File: config.mk
export PLATFORM = sky130hd
export DESIGN_NAME = wfg_wb_regbank
export DESIGN_NICKNAME = d
export VERILOG_FILES = /design/src/rtl/wfg_wb_regbank_pkg.sv /design/src/rtl/wfg_wb_regbank_cell.sv /design/src/rtl/wfg_wb_regbank.sv
export SDC_FILE = /design/constraint.sdc
export NUM_CORES = 1
export LEC_CHECK = 0
export CAP_MARGIN = 10
export CORE_AREA = 8 8 342 344
export DETAILED_ROUTE_END_ITERATION = 7
export DIE_AREA = 0 0 350 352
export PLACE_DENSITY = 0.46
export SLEW_MARGIN = 20
export SYNTH_ARGS = -nofsm -noshare
export SYNTH_HDL_FRONTEND = slang
export SYNTH_SLANG_ARGS = --single-unit
File: constraint.sdc
create_clock -name wb_clk_i -period 2.4 [get_ports wb_clk_i]
set_input_delay 0.48 -clock wb_clk_i [delete_from_list [all_inputs] [get_ports wb_clk_i]]
set_output_delay 0.48 -clock wb_clk_i [all_outputs]
set_load 0.01 [all_outputs]
File: src/rtl/wfg_wb_regbank_pkg.sv
// Shared types and constants for the Wishbone register bank.
package wfg_wb_regbank_pkg;

    // Per-register access behaviour, packed two bits per register in MODES.
    typedef enum logic [1:0] {
        RW     = 2'd0,
        RO     = 2'd1,
        W1C    = 2'd2,
        SHADOW = 2'd3
    } reg_mode_e;

    // Registers are word aligned: one register every four bytes.
    localparam int REG_STRIDE      = 4;
    localparam int REG_STRIDE_LOG2 = 2;

endpackage

File: src/rtl/wfg_wb_regbank_cell.sv
// One BUSW-wide register whose write, set, clear and commit behaviour is
// chosen by MODE. RO cells keep no state of their own; they expose hw_val.
module wfg_wb_regbank_cell
    import wfg_wb_regbank_pkg::*;
#(
    parameter int               BUSW      = 32,
    parameter reg_mode_e        MODE      = RW,
    parameter logic [BUSW-1:0]  RESET_VAL = '0
) (
    input  logic              clk,
    input  logic              rst_n,
    input  logic              wr_en,
    input  logic [BUSW-1:0]   wr_data,
    input  logic [BUSW-1:0]   wr_mask,
    input  logic [BUSW-1:0]   set_bits,
    input  logic [BUSW-1:0]   hw_val,
    input  logic              commit,
    output logic [BUSW-1:0]   rd_q,
    output logic [BUSW-1:0]   act_q
);

    logic [BUSW-1:0] stage_q;
    logic [BUSW-1:0] active_q;
    logic [BUSW-1:0] merged;
    logic [BUSW-1:0] clr_bits;

    // Byte-lane merge of write data into the staged value.
    assign merged   = (stage_q & ~wr_mask) | (wr_data & wr_mask);
    assign clr_bits = wr_en ? (wr_data & wr_mask) : '0;

    // Mode-dependent update; for W1C the set term is OR-ed last so it wins over a clear.
    always_ff @(posedge clk or negedge rst_n) begin
        if (!rst_n) begin
            stage_q  <= RESET_VAL;
            active_q <= RESET_VAL;
        end else begin
            case (MODE)
                RW: begin
                    if (wr_en) stage_q <= merged;
                end
                W1C: begin
                    stage_q <= (stage_q & ~clr_bits) | set_bits;
                end
                SHADOW: begin
                    if (wr_en) stage_q <= merged;
                    if (commit) active_q <= wr_en ? merged : stage_q;
                end
                default: begin
                end
            endcase
        end
    end

    // Bus reads see staging for SHADOW; the active copy drives the fabric.
    assign rd_q  = (MODE == RO) ? hw_val : stage_q;
    assign act_q = (MODE == RO)     ? hw_val :
                   (MODE == SHADOW) ? active_q : stage_q;

endmodule

File: src/rtl/wfg_wb_regbank.sv
// Wishbone slave register bank: NREGS word-aligned registers with per-register
// RW / RO / W1C / SHADOW behaviour and a single-cycle registered response.
module wfg_wb_regbank
    import wfg_wb_regbank_pkg::*;
#(
    parameter int                     BUSW      = 32,
    parameter int                     NREGS     = 8,
    parameter int                     ADDRW     = 12,
    parameter logic [2*NREGS-1:0]     MODES     = '0,
    parameter logic [NREGS*BUSW-1:0]  RESET_VAL = '0
) (
    input  logic                     wb_clk_i,
    input  logic                     wb_rst_ni,
    input  logic                     wbs_stb_i,
    input  logic                     wbs_cyc_i,
    input  logic                     wbs_we_i,
    input  logic [BUSW/8-1:0]        wbs_sel_i,
    input  logic [BUSW-1:0]          wbs_dat_i,
    input  logic [BUSW-1:0]          wbs_adr_i,
    output logic                     wbs_ack_o,
    output logic                     wbs_err_o,
    output logic [BUSW-1:0]          wbs_dat_o,
    input  logic [NREGS*BUSW-1:0]    hw_rd_i,
    input  logic [NREGS*BUSW-1:0]    hw_set_i,
    input  logic                     commit_i,
    output logic [NREGS*BUSW-1:0]    reg_q_o,
    output logic [NREGS-1:0]         reg_wr_o
);

    localparam int IDXW = ADDRW - REG_STRIDE_LOG2;
    localparam int NSEL = BUSW / 8;

    logic [IDXW-1:0]   idx;
    logic [31:0]       idx_ext;
    logic              accept;
    logic              bad_addr;
    logic              wr_accept;
    logic [BUSW-1:0]   wr_mask;
    logic [BUSW-1:0]   rd_data;
    logic [NREGS-1:0]  wr_en;
    logic [BUSW-1:0]   rd_val [NREGS];
    logic              unused_adr;

    // Address bits above the decoded window are deliberately ignored.
    assign unused_adr = ^wbs_adr_i[BUSW-1:ADDRW];

    assign idx       = wbs_adr_i[ADDRW-1:REG_STRIDE_LOG2];
    assign idx_ext   = 32'(idx);
    assign bad_addr  = (idx_ext >= NREGS) || (wbs_adr_i[REG_STRIDE_LOG2-1:0] != '0);
    // A pending response blocks acceptance, so a held strobe is served every other cycle.
    assign accept    = wbs_stb_i && wbs_cyc_i && !wbs_ack_o && !wbs_err_o;
    assign wr_accept = accept && !bad_addr && wbs_we_i;

    // Expand byte-lane selects into a bit mask.
    always_comb begin
        wr_mask = '0;
        for (int b = 0; b < NSEL; b++) begin
            wr_mask[b*8 +: 8] = {8{wbs_sel_i[b]}};
        end
    end

    // Decode the accepted write onto a single register.
    always_comb begin
        wr_en = '0;
        for (int i = 0; i < NREGS; i++) begin
            wr_en[i] = wr_accept && (idx_ext == i);
        end
    end

    // Select the read value of the addressed register.
    always_comb begin
        rd_data = '0;
        for (int i = 0; i < NREGS; i++) begin
            if (idx_ext == i) rd_data = rd_val[i];
        end
    end

    for (genvar g = 0; g < NREGS; g++) begin : g_reg
        localparam reg_mode_e MODE = reg_mode_e'(MODES[2*g +: 2]);

        wfg_wb_regbank_cell #(
            .BUSW      (BUSW),
            .MODE      (MODE),
            .RESET_VAL (RESET_VAL[g*BUSW +: BUSW])
        ) u_cell (
            .clk      (wb_clk_i),
            .rst_n    (wb_rst_ni),
            .wr_en    (wr_en[g]),
            .wr_data  (wbs_dat_i),
            .wr_mask  (wr_mask),
            .set_bits (hw_set_i[g*BUSW +: BUSW]),
            .hw_val   (hw_rd_i[g*BUSW +: BUSW]),
            .commit   (commit_i),
            .rd_q     (rd_val[g]),
            .act_q    (reg_q_o[g*BUSW +: BUSW])
        );
    end

    // Registered response: ack or err one cycle after accept, data only on read acks.
    always_ff @(posedge wb_clk_i or negedge wb_rst_ni) begin
        if (!wb_rst_ni) begin
            wbs_ack_o <= 1'b0;
            wbs_err_o <= 1'b0;
            wbs_dat_o <= '0;
            reg_wr_o  <= '0;
        end else begin
            wbs_ack_o <= accept && !bad_addr;
            wbs_err_o <= accept && bad_addr;
            wbs_dat_o <= (accept && !bad_addr && !wbs_we_i) ? rd_data : '0;
            reg_wr_o  <= wr_en;
        end
    end

endmodule

# [Word level (Yosys, flattened, before mapping)]
# Cells that the tools add are included.
[totals] out_inout_bits=298 regBits=298 input_bits=586 elab_cells=69
[op_classes] mux=9 n_bitwise=18 eq_ne=7 reduce_logical=22 n_lt_le_gt_ge=1
[op_table] op="$and 32x32->32" n=9
[op_table] op="$mux 32" n=9
[op_table] op="$or 32x32->32" n=8
[op_table] op="$eq 10x3->1 const B" n=4
[op_table] op="$logic_not 32->1" n=1
[op_table] op="$not 32->32" n=1
[op_table] op="$eq 10x2->1 const B" n=2
[op_table] op="$logic_and 1x1->1" n=15
[op_table] op="$eq 10x1->1 const B" n=1
[op_table] op="$ge 10x4->1 const B" n=1
[op_table] op="$logic_not 1->1" n=4
[op_table] op="$reduce_bool 2->1" n=1
[op_table] op="$logic_or 1x1->1" n=1

# [Longest topological paths before layout]
[logic_depth] depth_word=10 depth_mapped=7 depth_no_buf=4

# [Cells and area by module]
# From an unflattened synthesis, not the netlist that was laid out.
[unflattened] hier_cells=1537 area_unflattened_um2=17352.9
[by_module_without_submodules] mod="wfg_wb_regbank_cell" cells_per_inst=131 instances=8 area_each_um2=1667.8
[by_module_without_submodules] mod="wfg_wb_regbank" cells_per_inst=489 instances=1 area_each_um2=4010.1

# [Worst setup path before layout]
# No wires, ideal clock.
[synth_timing] path_type="input-to-reg" from="input port wbs_adr_i[9]" to="register (tool-made name)" cell_stages=6 n_path_buf=2 setup_ns=0.125 arrival_ns=2.649 required_time_ns=2.275 path_slack_ns=-0.374 cell_sequence="or4_4 -> or4_4 -> buf_6 -> or4_4 -> buf_6 -> mux2_4"
[synth_rtl] element="start: declaration" line_no="wfg_wb_regbank.sv:19" rtl="input logic [BUSW-1:0] wbs_adr_i,"

==> impl_metrics.json <==
{
  "status": "finished with violations",
  "violations": "negative setup slack",
  "startpoint_type": "input pin",
  "drive_gt1_share_pct": 35.7,
  "pwr_density_cell_nw_per_um2": 531,
  "nets": 1995,
  "grt_pass1_wl_um": 99500,
  "ys_top_cells_by_area": "dfrtp_1 56%, mux2_2 20%, mux4_2 4.7%",
  "place.port_buffers": 350,
  "rows": 123,
  "core_area_um2": 112000,
  "cts_sinks": 298,
  "synth.most_common_cell": "dfrtp_1",
  "antenna_found_initial": 13,
  "die_y_um": 352,
  "grt_max_degree": 57,
  "synthCells": 943,
  "path_cells": "buf_6, or4_4, or4_4, buf_12, or4_4, mux2_4",
  "synth-xor-area-share_pct": 0,
  "cpMaxStageDelayCell": "or4_4",
  "synth.area.mux_share_pct": 28.8,
  "synth-simple-area-share_pct": 8.31,
  "synth-edff-count": 0,
  "vias_per_cell": 3.54,
  "setup_viol": 19,
  "fill_cells": 12100,
  "wl_um": 72500,
  "crit_fanout": 8,
  "synth_cell_types": 38,
  "grt_pass1_vias": 11400,
  "dpl.hpwl_um": 57300,
  "fp.dieW_um": 350,
  "gp_congestion": 0.829,
  "peakVddDrop_mv": 0.458,
  "tightest_slew_ns": 0.613,
  "critPathKind": "input pin to register",
  "cts_buffers": 38,
  "final_core_util_pct": 19.1,
  "dieArea_um2": 123000,
  "slew_headroom_pct": 59.0,
  "placed_area_um2": 19900,
  "ys_async_sr_fraction_pct": 100,
  "final_area_um2": 21300,
  "hold-worst-slack_ns": 0.409,
  "fin_crit_ns": 2.48,
  "clkTransAtPathRegs_ns": 0.06,
  "cts_tree": "done",
  "syn_nets": 1529,
  "drv_slew": 0,
  "syn_to_final_growth_pct": 59.2,
  "cap_violations": 0,
  "synth_top_area_share_pct": 55.8,
  "vias": 10400,
  "synthTopCellsByCount": "298 x dfrtp_1, 240 x mux2_2, 59 x nor2_1, 33 x clkbuf_1, 33 x nand2_1",
  "yosysWarnings": 0,
  "grt_use_total_pct": 11.4,
  "first_iter_violations": 666,
  "clk_latency_ns": 0.55,
  "power_leakage_nw": 9.14,
  "rsz0062_at_grt": "yes",
  "initial_core_util_pct": 12.0,
  "finalHoldViolCount": 0,
  "syn_area_um2": 13400,
  "synth_top_family_by_area": "multiplexers",
  "fmax_ghz": 0.403,
  "power_mw": 11.3,
  "synth_fa_ha_area_share_pct": 0,
  "avgSynthCellArea_um2": 14.2,
  "endpoint_kind": "register",
  "cts_htree_levels": 2,
  "synth_top_cell_by_area": "dfrtp_1",
  "wl_per_cell_um": 24.7,
  "drc_errors": 0,
  "cpMostUsedCell": "or4_4",
  "cts_buffer_depth": 3,
  "hp-class": "input pin to register",
  "drtPass1Iterations": 4,
  "worst_slack_ns": -0.0825,
  "postRouteAntennaNets": 0,
  "cp.required_ns": 2.81,
  "period_share_pct": 103,
  "synth_flop_cell": "dfrtp_1",
  "finalClockSkew_ns": 0.0233,
  "yosysSeqAreaShare_pct": 55.8,
  "io_pins": 884,
  "synth_compound_area_share_pct": 4.95,
  "ys_ff_latch": 298,
  "worstPathArrival_ns": 2.89,
  "grt_overflow": 0,
  "cts_root_buf": "clkbuf_16",
  "max_stage_delay_ns": 0.68
}
power by group:
part | leakage [nW] | switching [mW] | total, mW | internal (mW)
Combinational | 4.36 | 0.417 | 0.640 | 0.223
Sequential | 4.16 | 0.00250 | 5.03 | 5.03
Clock | 0.609 | 2.26 | 5.62 | 3.36
Total | 9.14 | 2.68 | 11.3 | 8.61
logic make-up after synthesis:
kind of cell | Yosys count
buffers and inverters | 65
flip-flops | 298
multiplexers | 312
AND/OR/NAND/NOR | 186
AO/OA/AOI/OAI | 82
worst max-delay path, delay by kind of cell:
kind,cells,cell delay [ns]
buffers and inverters,2,0.29
multiplexers,1,0.34
AND/OR/NAND/NOR,3,1.76
path summary, 6_finish.rpt:
check	startpoint	to	slack (ns)	depth (start not counted)
worst max register to register	wbs_ack_o$_DFF_PN0_	register	-0.02	5
worst max-delay path	wbs_adr_i[7]	register	-0.08	6
max in group asynchronous	wb_rst_ni	asynchronous set/reset pin	1.15	3
worst min-delay path	wbs_adr_i[2]	reg_wr_o[0]$_DFF_PN0_	0.41	4
worst min register to register	register	register	0.53	1
min in group asynchronous	wb_rst_ni	asynchronous set/reset pin	0.47	2
routing by layer:
metal	GRT usage, %	up-vias	share of wire [%]
li1	-	4463	-
met1	14.2	5419	42
met2	17.2	442	43
met3	6.43	81	13
met4	2.53	8	2.4
met5	0	-	0.074
per-stage QoR:
stage / std cells / worst slack (ns) / setup TNS, ns
after detailed placement: 2865 / -0.773 / -180.58
after floorplan: 943 / -0.199 / -29.31
after global placement: 2865 / -0.773 / -182.63
final: 2942 / -0.0825 / -0.866
after CTS: 2938 / -0.110 / -3.41
after global routing: 2936 / -0.0669 / -0.682
layout make-up:
type                    count  area (um^2)  area share [%]
flip-flops and latches    298         7460            35.1
multi-input cells         580         5750            27.0
repair buffers            478         4890            23.0
well taps                1500         1880            8.83
clock buffers              57         1170            5.48
clock inverters            10         60.1           0.282
inverters                  13         48.8           0.229
diodes                      6         15.0          0.0706
what timing repair did:
item | in CTS | in global routing
gates resized for setup | 29 | 21
pin swaps | 8 | 6
hold buffers | 1 | 0
setup endpoints to repair | 196 | 181
setup buffers | 4 | 0
endpoints found under the hold margin | 45 | 0
cloned | 2 | 0
cell usage in the layout, fill, tap and decap left out, types with 9 or more instances in the layout:
master / instances
clkbuf_16: 41
mux2_2: 219
mux2i_1: 28
nor3_1: 16
o31a_1: 19
nand2_1: 33
dfrtp_1: 298
nor2_1: 58
nor2b_1: 11
clkdlybuf4s50_1: 336
mux2_4: 37
nand2b_1: 12
buf_12: 31
nor3_4: 16
a21oi_1: 9
o32ai_1: 20
inv_1: 12
buf_4: 91
mux4_2: 28
Power figures use the tool's default switching activity.
